**src/rtl/lsu_pkg.sv**
```systemverilog
// Shared types and helpers for the load/store unit slice.
package lsu_pkg;

    localparam int unsigned LSU_ADDR_W = 6;
    localparam int unsigned LSU_DATA_W = 32;

    typedef enum logic [2:0] {
        LB  = 3'd0,
        LH  = 3'd1,
        LW  = 3'd2,
        SB  = 3'd3,
        LBU = 3'd4,
        LHU = 3'd5,
        SH  = 3'd6,
        SW  = 3'd7
    } lsu_op_t;

    typedef enum logic [1:0] {
        IDLE,
        RD,
        WR,
        RSP
    } lsu_state_t;

    // Big-endian half-word lane offsets within a word.
    localparam logic [1:0] HALF_HI_OFF = 2'd0;
    localparam logic [1:0] HALF_LO_OFF = 2'd2;

    function automatic logic is_store(input lsu_op_t op);
        return (op == SB) || (op == SH) || (op == SW);
    endfunction

    // Byte accesses are always aligned; unknown encodings report as misaligned.
    function automatic logic is_aligned(input lsu_op_t op, input logic [1:0] off);
        case (op)
            LB, LBU, SB: return 1'b1;
            LH, LHU, SH: return (off[0] == 1'b0);
            LW, SW:      return (off == 2'b00);
            default:     return 1'b0;
        endcase
    endfunction

endpackage

```
**src/rtl/lsu_if.sv**
```systemverilog
// Request/response handshake between execute (master) and the LSU (slave).
interface lsu_if;
    import lsu_pkg::*;

    logic                  req_valid;
    logic                  req_ready;
    lsu_op_t               req_op;
    logic [LSU_ADDR_W-1:0] req_addr;
    logic [LSU_DATA_W-1:0] req_wdata;
    logic                  rsp_valid;
    logic                  rsp_ready;
    logic [LSU_DATA_W-1:0] rsp_rdata;
    logic                  rsp_err;

    modport master (
        output req_valid, req_op, req_addr, req_wdata, rsp_ready,
        input  req_ready, rsp_valid, rsp_rdata, rsp_err
    );

    modport slave (
        input  req_valid, req_op, req_addr, req_wdata, rsp_ready,
        output req_ready, rsp_valid, rsp_rdata, rsp_err
    );

endinterface

```
**src/rtl/lsu_lane.sv**
```systemverilog
// Big-endian lane logic: load extract/extend and sub-word store merge.
module lsu_lane
    import lsu_pkg::*;
(
    input  lsu_op_t     op,
    input  logic [1:0]  off,
    input  logic [31:0] word,
    input  logic [31:0] wdata,
    output logic [31:0] load_data,
    output logic [31:0] merged
);

    logic [7:0]  byte_v;
    logic [15:0] half_v;

    // Select the addressed lane, extend for loads, splice for stores.
    always_comb begin
        case (off)
            2'd0:    byte_v = word[31:24];
            2'd1:    byte_v = word[23:16];
            2'd2:    byte_v = word[15:8];
            default: byte_v = word[7:0];
        endcase
        half_v = (off[1] == HALF_LO_OFF[1]) ? word[15:0] : word[31:16];

        case (op)
            LB:      load_data = {{24{byte_v[7]}}, byte_v};
            LBU:     load_data = {24'd0, byte_v};
            LH:      load_data = {{16{half_v[15]}}, half_v};
            LHU:     load_data = {16'd0, half_v};
            default: load_data = word;
        endcase

        merged = word;
        case (op)
            SB: begin
                case (off)
                    2'd0:    merged[31:24] = wdata[7:0];
                    2'd1:    merged[23:16] = wdata[7:0];
                    2'd2:    merged[15:8]  = wdata[7:0];
                    default: merged[7:0]   = wdata[7:0];
                endcase
            end
            SH: begin
                if (off[1] == HALF_LO_OFF[1]) merged[15:0]  = wdata[15:0];
                else                          merged[31:16] = wdata[15:0];
            end
            SW:      merged = wdata;
            default: merged = word;
        endcase
    end

endmodule

```
**src/rtl/load_store_unit.sv**
```systemverilog
// Memory-stage load/store front end driving data_mem's word port.
module load_store_unit
    import lsu_pkg::*;
#(
    parameter int unsigned ADDR_W = LSU_ADDR_W,
    parameter int unsigned DATA_W = LSU_DATA_W
) (
    input  logic              clk,
    input  logic              rst_n,
    lsu_if.slave              bus,
    output logic              mem_Wen,
    output logic [ADDR_W-1:0] mem_address,
    output logic [DATA_W-1:0] mem_write_data,
    input  logic [DATA_W-1:0] mem_read_data
);

    lsu_state_t        state_q, state_d;
    logic              accept;
    lsu_op_t           op_q;
    logic [ADDR_W-1:0] addr_q;
    logic [DATA_W-1:0] wdata_q;
    logic [DATA_W-1:0] word_q;
    logic [DATA_W-1:0] rdata_q;
    logic              err_q;
    logic [DATA_W-1:0] lane_word;
    logic [DATA_W-1:0] load_data;
    logic [DATA_W-1:0] merged;

    // State register.
    always_ff @(posedge clk or negedge rst_n) begin
        if (!rst_n) state_q <= IDLE;
        else        state_q <= state_d;
    end

    // Next-state and request acceptance.
    always_comb begin
        state_d = state_q;
        accept  = 1'b0;
        case (state_q)
            IDLE: begin
                if (bus.req_valid) begin
                    accept = 1'b1;
                    if (!is_aligned(bus.req_op, bus.req_addr[1:0])) state_d = RSP;
                    else if (bus.req_op == SW)                      state_d = WR;
                    else                                            state_d = RD;
                end
            end
            RD:      state_d = is_store(op_q) ? WR : RSP;
            WR:      state_d = RSP;
            RSP:     if (bus.rsp_ready) state_d = IDLE;
            default: state_d = IDLE;
        endcase
    end

    // Request capture, read-word capture and response data.
    always_ff @(posedge clk or negedge rst_n) begin
        if (!rst_n) begin
            op_q    <= LB;
            addr_q  <= '0;
            wdata_q <= '0;
            word_q  <= '0;
            rdata_q <= '0;
            err_q   <= 1'b0;
        end else if (accept) begin
            op_q    <= bus.req_op;
            addr_q  <= bus.req_addr;
            wdata_q <= bus.req_wdata;
            rdata_q <= '0;
            err_q   <= !is_aligned(bus.req_op, bus.req_addr[1:0]);
        end else if (state_q == RD) begin
            word_q <= mem_read_data;
            if (!is_store(op_q)) rdata_q <= load_data;
        end
    end

    // Loads extract straight from the read port in RD; merges work on the captured word.
    assign lane_word = (state_q == RD) ? mem_read_data : word_q;

    lsu_lane u_lane (
        .op        (op_q),
        .off       (addr_q[1:0]),
        .word      (lane_word),
        .wdata     (wdata_q),
        .load_data (load_data),
        .merged    (merged)
    );

    assign bus.req_ready  = (state_q == IDLE);
    assign bus.rsp_valid  = (state_q == RSP);
    assign bus.rsp_rdata  = rdata_q;
    assign bus.rsp_err    = err_q;
    assign mem_Wen        = (state_q == WR);
    assign mem_address    = {addr_q[ADDR_W-1:2], 2'b00};
    assign mem_write_data = merged;

endmodule
```
**src/flat_wrapper.sv**
```systemverilog
// flat-port wrapper written by rule: the top's interface ports become plain ports
module load_store_unit_flat import lsu_pkg::*;
#(
    parameter int unsigned ADDR_W = LSU_ADDR_W,
    parameter int unsigned DATA_W = LSU_DATA_W
)
  (clk, rst_n, mem_Wen, mem_address, mem_write_data, mem_read_data, bus_req_valid, bus_req_op, bus_req_addr, bus_req_wdata, bus_rsp_ready, bus_req_ready, bus_rsp_valid, bus_rsp_rdata, bus_rsp_err);
  lsu_if bus_i ();
  input  logic clk;
  input  logic rst_n;
  output logic mem_Wen;
  output logic [ADDR_W-1:0] mem_address;
  output logic [DATA_W-1:0] mem_write_data;
  input  logic [DATA_W-1:0] mem_read_data;
  input wire logic [$bits(bus_i.req_valid)-1:0] bus_req_valid;
  input wire logic [$bits(bus_i.req_op)-1:0] bus_req_op;
  input wire logic [$bits(bus_i.req_addr)-1:0] bus_req_addr;
  input wire logic [$bits(bus_i.req_wdata)-1:0] bus_req_wdata;
  input wire logic [$bits(bus_i.rsp_ready)-1:0] bus_rsp_ready;
  output wire logic [$bits(bus_i.req_ready)-1:0] bus_req_ready;
  output wire logic [$bits(bus_i.rsp_valid)-1:0] bus_rsp_valid;
  output wire logic [$bits(bus_i.rsp_rdata)-1:0] bus_rsp_rdata;
  output wire logic [$bits(bus_i.rsp_err)-1:0] bus_rsp_err;
  assign bus_i.req_valid = bus_req_valid;
  assign bus_i.req_op = bus_req_op;
  assign bus_i.req_addr = bus_req_addr;
  assign bus_i.req_wdata = bus_req_wdata;
  assign bus_i.rsp_ready = bus_rsp_ready;
  assign bus_req_ready = bus_i.req_ready;
  assign bus_rsp_valid = bus_i.rsp_valid;
  assign bus_rsp_rdata = bus_i.rsp_rdata;
  assign bus_rsp_err = bus_i.rsp_err;
  load_store_unit #(.ADDR_W(ADDR_W), .DATA_W(DATA_W)) u_core (.clk(clk), .rst_n(rst_n), .bus(bus_i), .mem_Wen(mem_Wen), .mem_address(mem_address), .mem_write_data(mem_write_data), .mem_read_data(mem_read_data));
endmodule
```
**config.mk**
```make
export PLATFORM = sky130hd
export DESIGN_NAME = load_store_unit_flat
export DESIGN_NICKNAME = d
export VERILOG_FILES = /design/src/rtl/lsu_pkg.sv /design/src/rtl/lsu_if.sv /design/src/rtl/lsu_lane.sv /design/src/rtl/load_store_unit.sv /design/src/flat_wrapper.sv
export SDC_FILE = /design/constraint.sdc
export NUM_CORES = 1
export LEC_CHECK = 0
export BUFFER_PORTS_ARGS = -buffer_cell sky130_fd_sc_hd__buf_2
export CORE_AREA = 2 2 132 121
export CTS_BUF_LIST = sky130_fd_sc_hd__clkbuf_8 sky130_fd_sc_hd__clkbuf_16
export DETAILED_ROUTE_END_ITERATION = 6
export DIE_AREA = 0 0 134 123
export HOLD_SLACK_MARGIN = 0.02
export SKIP_CTS_REPAIR_TIMING = 1
export SLEW_MARGIN = 20
export SYNTH_ARGS = -nofsm -noshare
export SYNTH_HDL_FRONTEND = slang
export SYNTH_SLANG_ARGS = --single-unit
```
**constraint.sdc**
```tcl
create_clock -name clk -period 2.6 [get_ports clk]
set_input_delay 0.26 -clock clk [delete_from_list [all_inputs] [get_ports clk]]
set_output_delay 0.26 -clock clk [all_outputs]
set_load 0.005 [all_outputs]
```
==> summary.txt <==
Clocking
  – H-tree levels: 3
  – Clk Latency, worst-skew pair: 350 ps
  – CTS clock-pin slew for the worst setup and hold paths: 70 ps
  – Root buffer cell: clkbuf_16
  – Num CTS Buffers: 9
  – CTS tree: done
  – Clock sink total: 108
  – Max Root-Sink Buffers: 2

STA
  – Clock Skews: 8.03 ps
  – Post-layout min period: 2510 ps
  – Tcrit/Tclk final: 96.5%
  – # setup viols final: 0
  – Final Hold Viols: 0
  – Rel. slew slack: 46.9%
  – Min Hold Slack: 96.8 ps
  – Actual slew at the worst max-slew pin: 794 ps
  – Unrepaired setup endpoints after global routing: yes
  – Setup TNS: 0 ps
  – Max Clk Rate: 399 MHz
  – Max-slew violation count: 0

Min path
  – Hold EP: u_core.wdata_q[1]
  – Hold depth: 3
  – Hold/Removal Path Class: in2reg
  – Hold Crit Start: bus_req_wdata[1]

Synthesis
  – Synth Flop Type: dfrtp_1
  – Synthesized area: 0.00590 mm²
  – Async set-reset flop share out of synthesis: 100%
  – Synth area leaders: dfrtp_1 (46%), nand2_1 (10%), mux2i_1 (5.4%), mux2_2 (4.8%), a21oi_1 (3.6%)
  – Area leader, netlist: dfrtp_1
  – Avg Inst Size Synth: 9.24 µm²
  – EDFF count, synth: 0
  – Unique masters post-synth: 40
  – Post-synthesis sequential area ratio: 45.8%
  – Synth Warn #: 0
  – Mapped Cells: 639
  – Synthesized flop and latch total: 108
  – Yosys top cell area share: 45.8%

Final layout
  – Commonest non-fill, non-tap cells in the layout: nand2_1 (161), buf_2 (147), dfrtp_1 (108), nor2_1 (48), a21oi_1 (43)
  – Diodes inserted: 0
  – Layout cell share with drive strength beyond 1: 31.3%
  – Fin nets: 866
  – Post-layout util: 48.5%
  – Layout area overhead: 24.2%
  – Commonest non-fill, non-tap cell in the layout: nand2_1

Die
  – Die Ht: 123 µm
  – Initial Utilization: 39.1%
  – Ports: 151
  – Die Span X: 134 µm
  – Core ar.: 0.0151 mm²
  – Die footprint: 0.0165 mm²
  – Rows: 43

Worst setup path
  – Setup crit start: u_core.state_q[1]
  – Crit Path Max Fanout: 8
  – CP Data Required Time: 2840 ps
  – Worst Reg-to-Reg Cells: 8
  – Worst flop-to-flop path startpoint: u_core.state_q[1]
  – Worst setup EP type: flop
  – Worst setup path class: reg2reg
  – R2R Path End: u_core.bus.rsp_rdata[14]
  – R2r setup slk: 90 ps
  – Crit path launch type: flop
  – CP arrival: 2750 ps

Global routing
  – Total track usage: 23.9%
  – Initial antenna violation count: 0
  – Vias in the first global route: 5255
  – Grt total ovfl: 0
  – Largest net degree at the start of global routing: 63
  – First-pass GRT wire length: 29700 µm

Routing
  – Routed vias: 5456
  – WL final: 19500 µm
  – DRT antenna net count: 0
  – Via/cell ratio: 5.50
  – Number of DRC markers in iteration 0: 532
  – Drt wl/cell: 19.7 µm
  – Pre-Repair DR Iteration Count: 6
  – DRC violations left: 0

Pwr
  – Switching share of power: 44.8%
  – NetSw: 4.85 mW
  – Combinational share of power: 58.0%
  – Total power draw: 10.8 mW
  – Pint: 5.97 mW
  – Worst VDD drop: 0.651 mV
  – Leak: 3.59 nW
  – Sequential share of power: 29.9%
  – Pwr/cell area: 1470 mW/mm²
  – Power share of the clock group: 12.1%

Placed design
  – Port bufs: 148
  – Dpl hpwl: 14500 µm
  – Routability cong.: 0.861

Outcome
  – Status: completed

Job
  – Max-cap viol count: 0
-- power by group through the flow --
stage | combinational [mW] | sequential (mW) | clock, mW
2_1_floorplan | 3.86 | 2.93 | 0
3_3_place_gp | 5.88 | 3.20 | 0
3_5_place_dp | 6.05 | 3.23 | 0
4_1_cts | 6.08 | 3.20 | 1.34
5_1_grt | 6.82 | 3.32 | 1.42
6_report | 6.26 | 3.23 | 1.31
-- cell type report --
class / instances / area (µm²)
fill: 1440 / 7780
timing repair buffer: 186 / 1080
clock inverter: 5 / 28.8
clock buffer: 11 / 253
inverter: 5 / 18.8
tap: 202 / 253
multi-input combinational: 475 / 2990
sequential: 108 / 2700
-- registers in the layout, indices dropped and copies added, names as in the netlist --
| signal | count |
|---|---|
| u_core.addr_q | 6 |
| u_core.bus.rsp_rdata | 32 |
| u_core.bus.rsp_err | 1 |
| u_core.state_q | 2 |
| u_core.word_q | 32 |
| u_core.op_q | 3 |
| u_core.wdata_q | 32 |
-- cell usage after synthesis (2+ instances only) --
cell type  count
mux4_2         9
inv_1          5
buf_6          2
a22oi_1       24
nor3_1         4
and2_1         5
mux2i_1       32
ha_1           4
a211oi_1      17
o221ai_1       9
a21oi_1       43
nor2b_1        4
o21a_1         2
buf_1          5
clkbuf_1      30
o211ai_1       7
dfrtp_1      108
a221oi_1       8
a21o_1        23
buf_4          6
nand2_1      163
nor2_1        49
a31oi_1        8
mux2_2        25
o21ai_0       24
buf_2          9
-- worst max-delay path, cell delays in order, from the launching register on --
cell      delay, ps
dfrtp_1         420
inv_1           120
ha_4            220
buf_4           140
mux2_2          320
mux4_2          530
a21oi_4         310
a221oi_1        150
a21o_1          190
-- stage by stage --
| stage | instances | instance area [µm²] | setup slack, ps |
|---|---|---|---|
| after floorplan | 640 | 5910 | 279 |
| after CTS | 989 | 7240 | -110 |
| final | 992 | 7330 | 90.7 |
| after detailed placement | 973 | 6960 | 137 |
| after global routing | 992 | 7330 | -5.51 |
| after global placement | 973 | 6960 | 215 |
-- metal layers --
metal | routed length, µm | global-route usage, % | vias to the layer above | part of all wire, %
li1 | - | - | 2549 | -
met1 | 9010 | 33.9 | 2646 | 46
met2 | 8850 | 37.8 | 236 | 45
met3 | 1330 | 5.25 | 25 | 6.8
met4 | 312 | 5.12 | 0 | 1.6
met5 | 0 | 0 | - | 0
-- cell families after synthesis --
logic type / synth area share (%)
simple gates: 15.2
compound gates: 19.9
flops: 45.8
mux: 13.8
buf+inv: 4.45
fa+ha+maj: 0.848
other cells: 0.0635
-- how the worst max path moves through the flow --
stage / to / slack [ps] / cells after the start
2_1_floorplan: u_core.bus.rsp_rdata[23] / 280 / 9
3_3_place_gp: u_core.bus.rsp_rdata[13] / 210 / 7
3_5_place_dp: u_core.bus.rsp_rdata[11] / 140 / 7
4_1_cts: mem_write_data[24] / -110 / 8
5_1_grt: mem_write_data[24] / -6 / 8
6_report: u_core.bus.rsp_rdata[14] / 90 / 8
(Power assumes the default switching activity.)
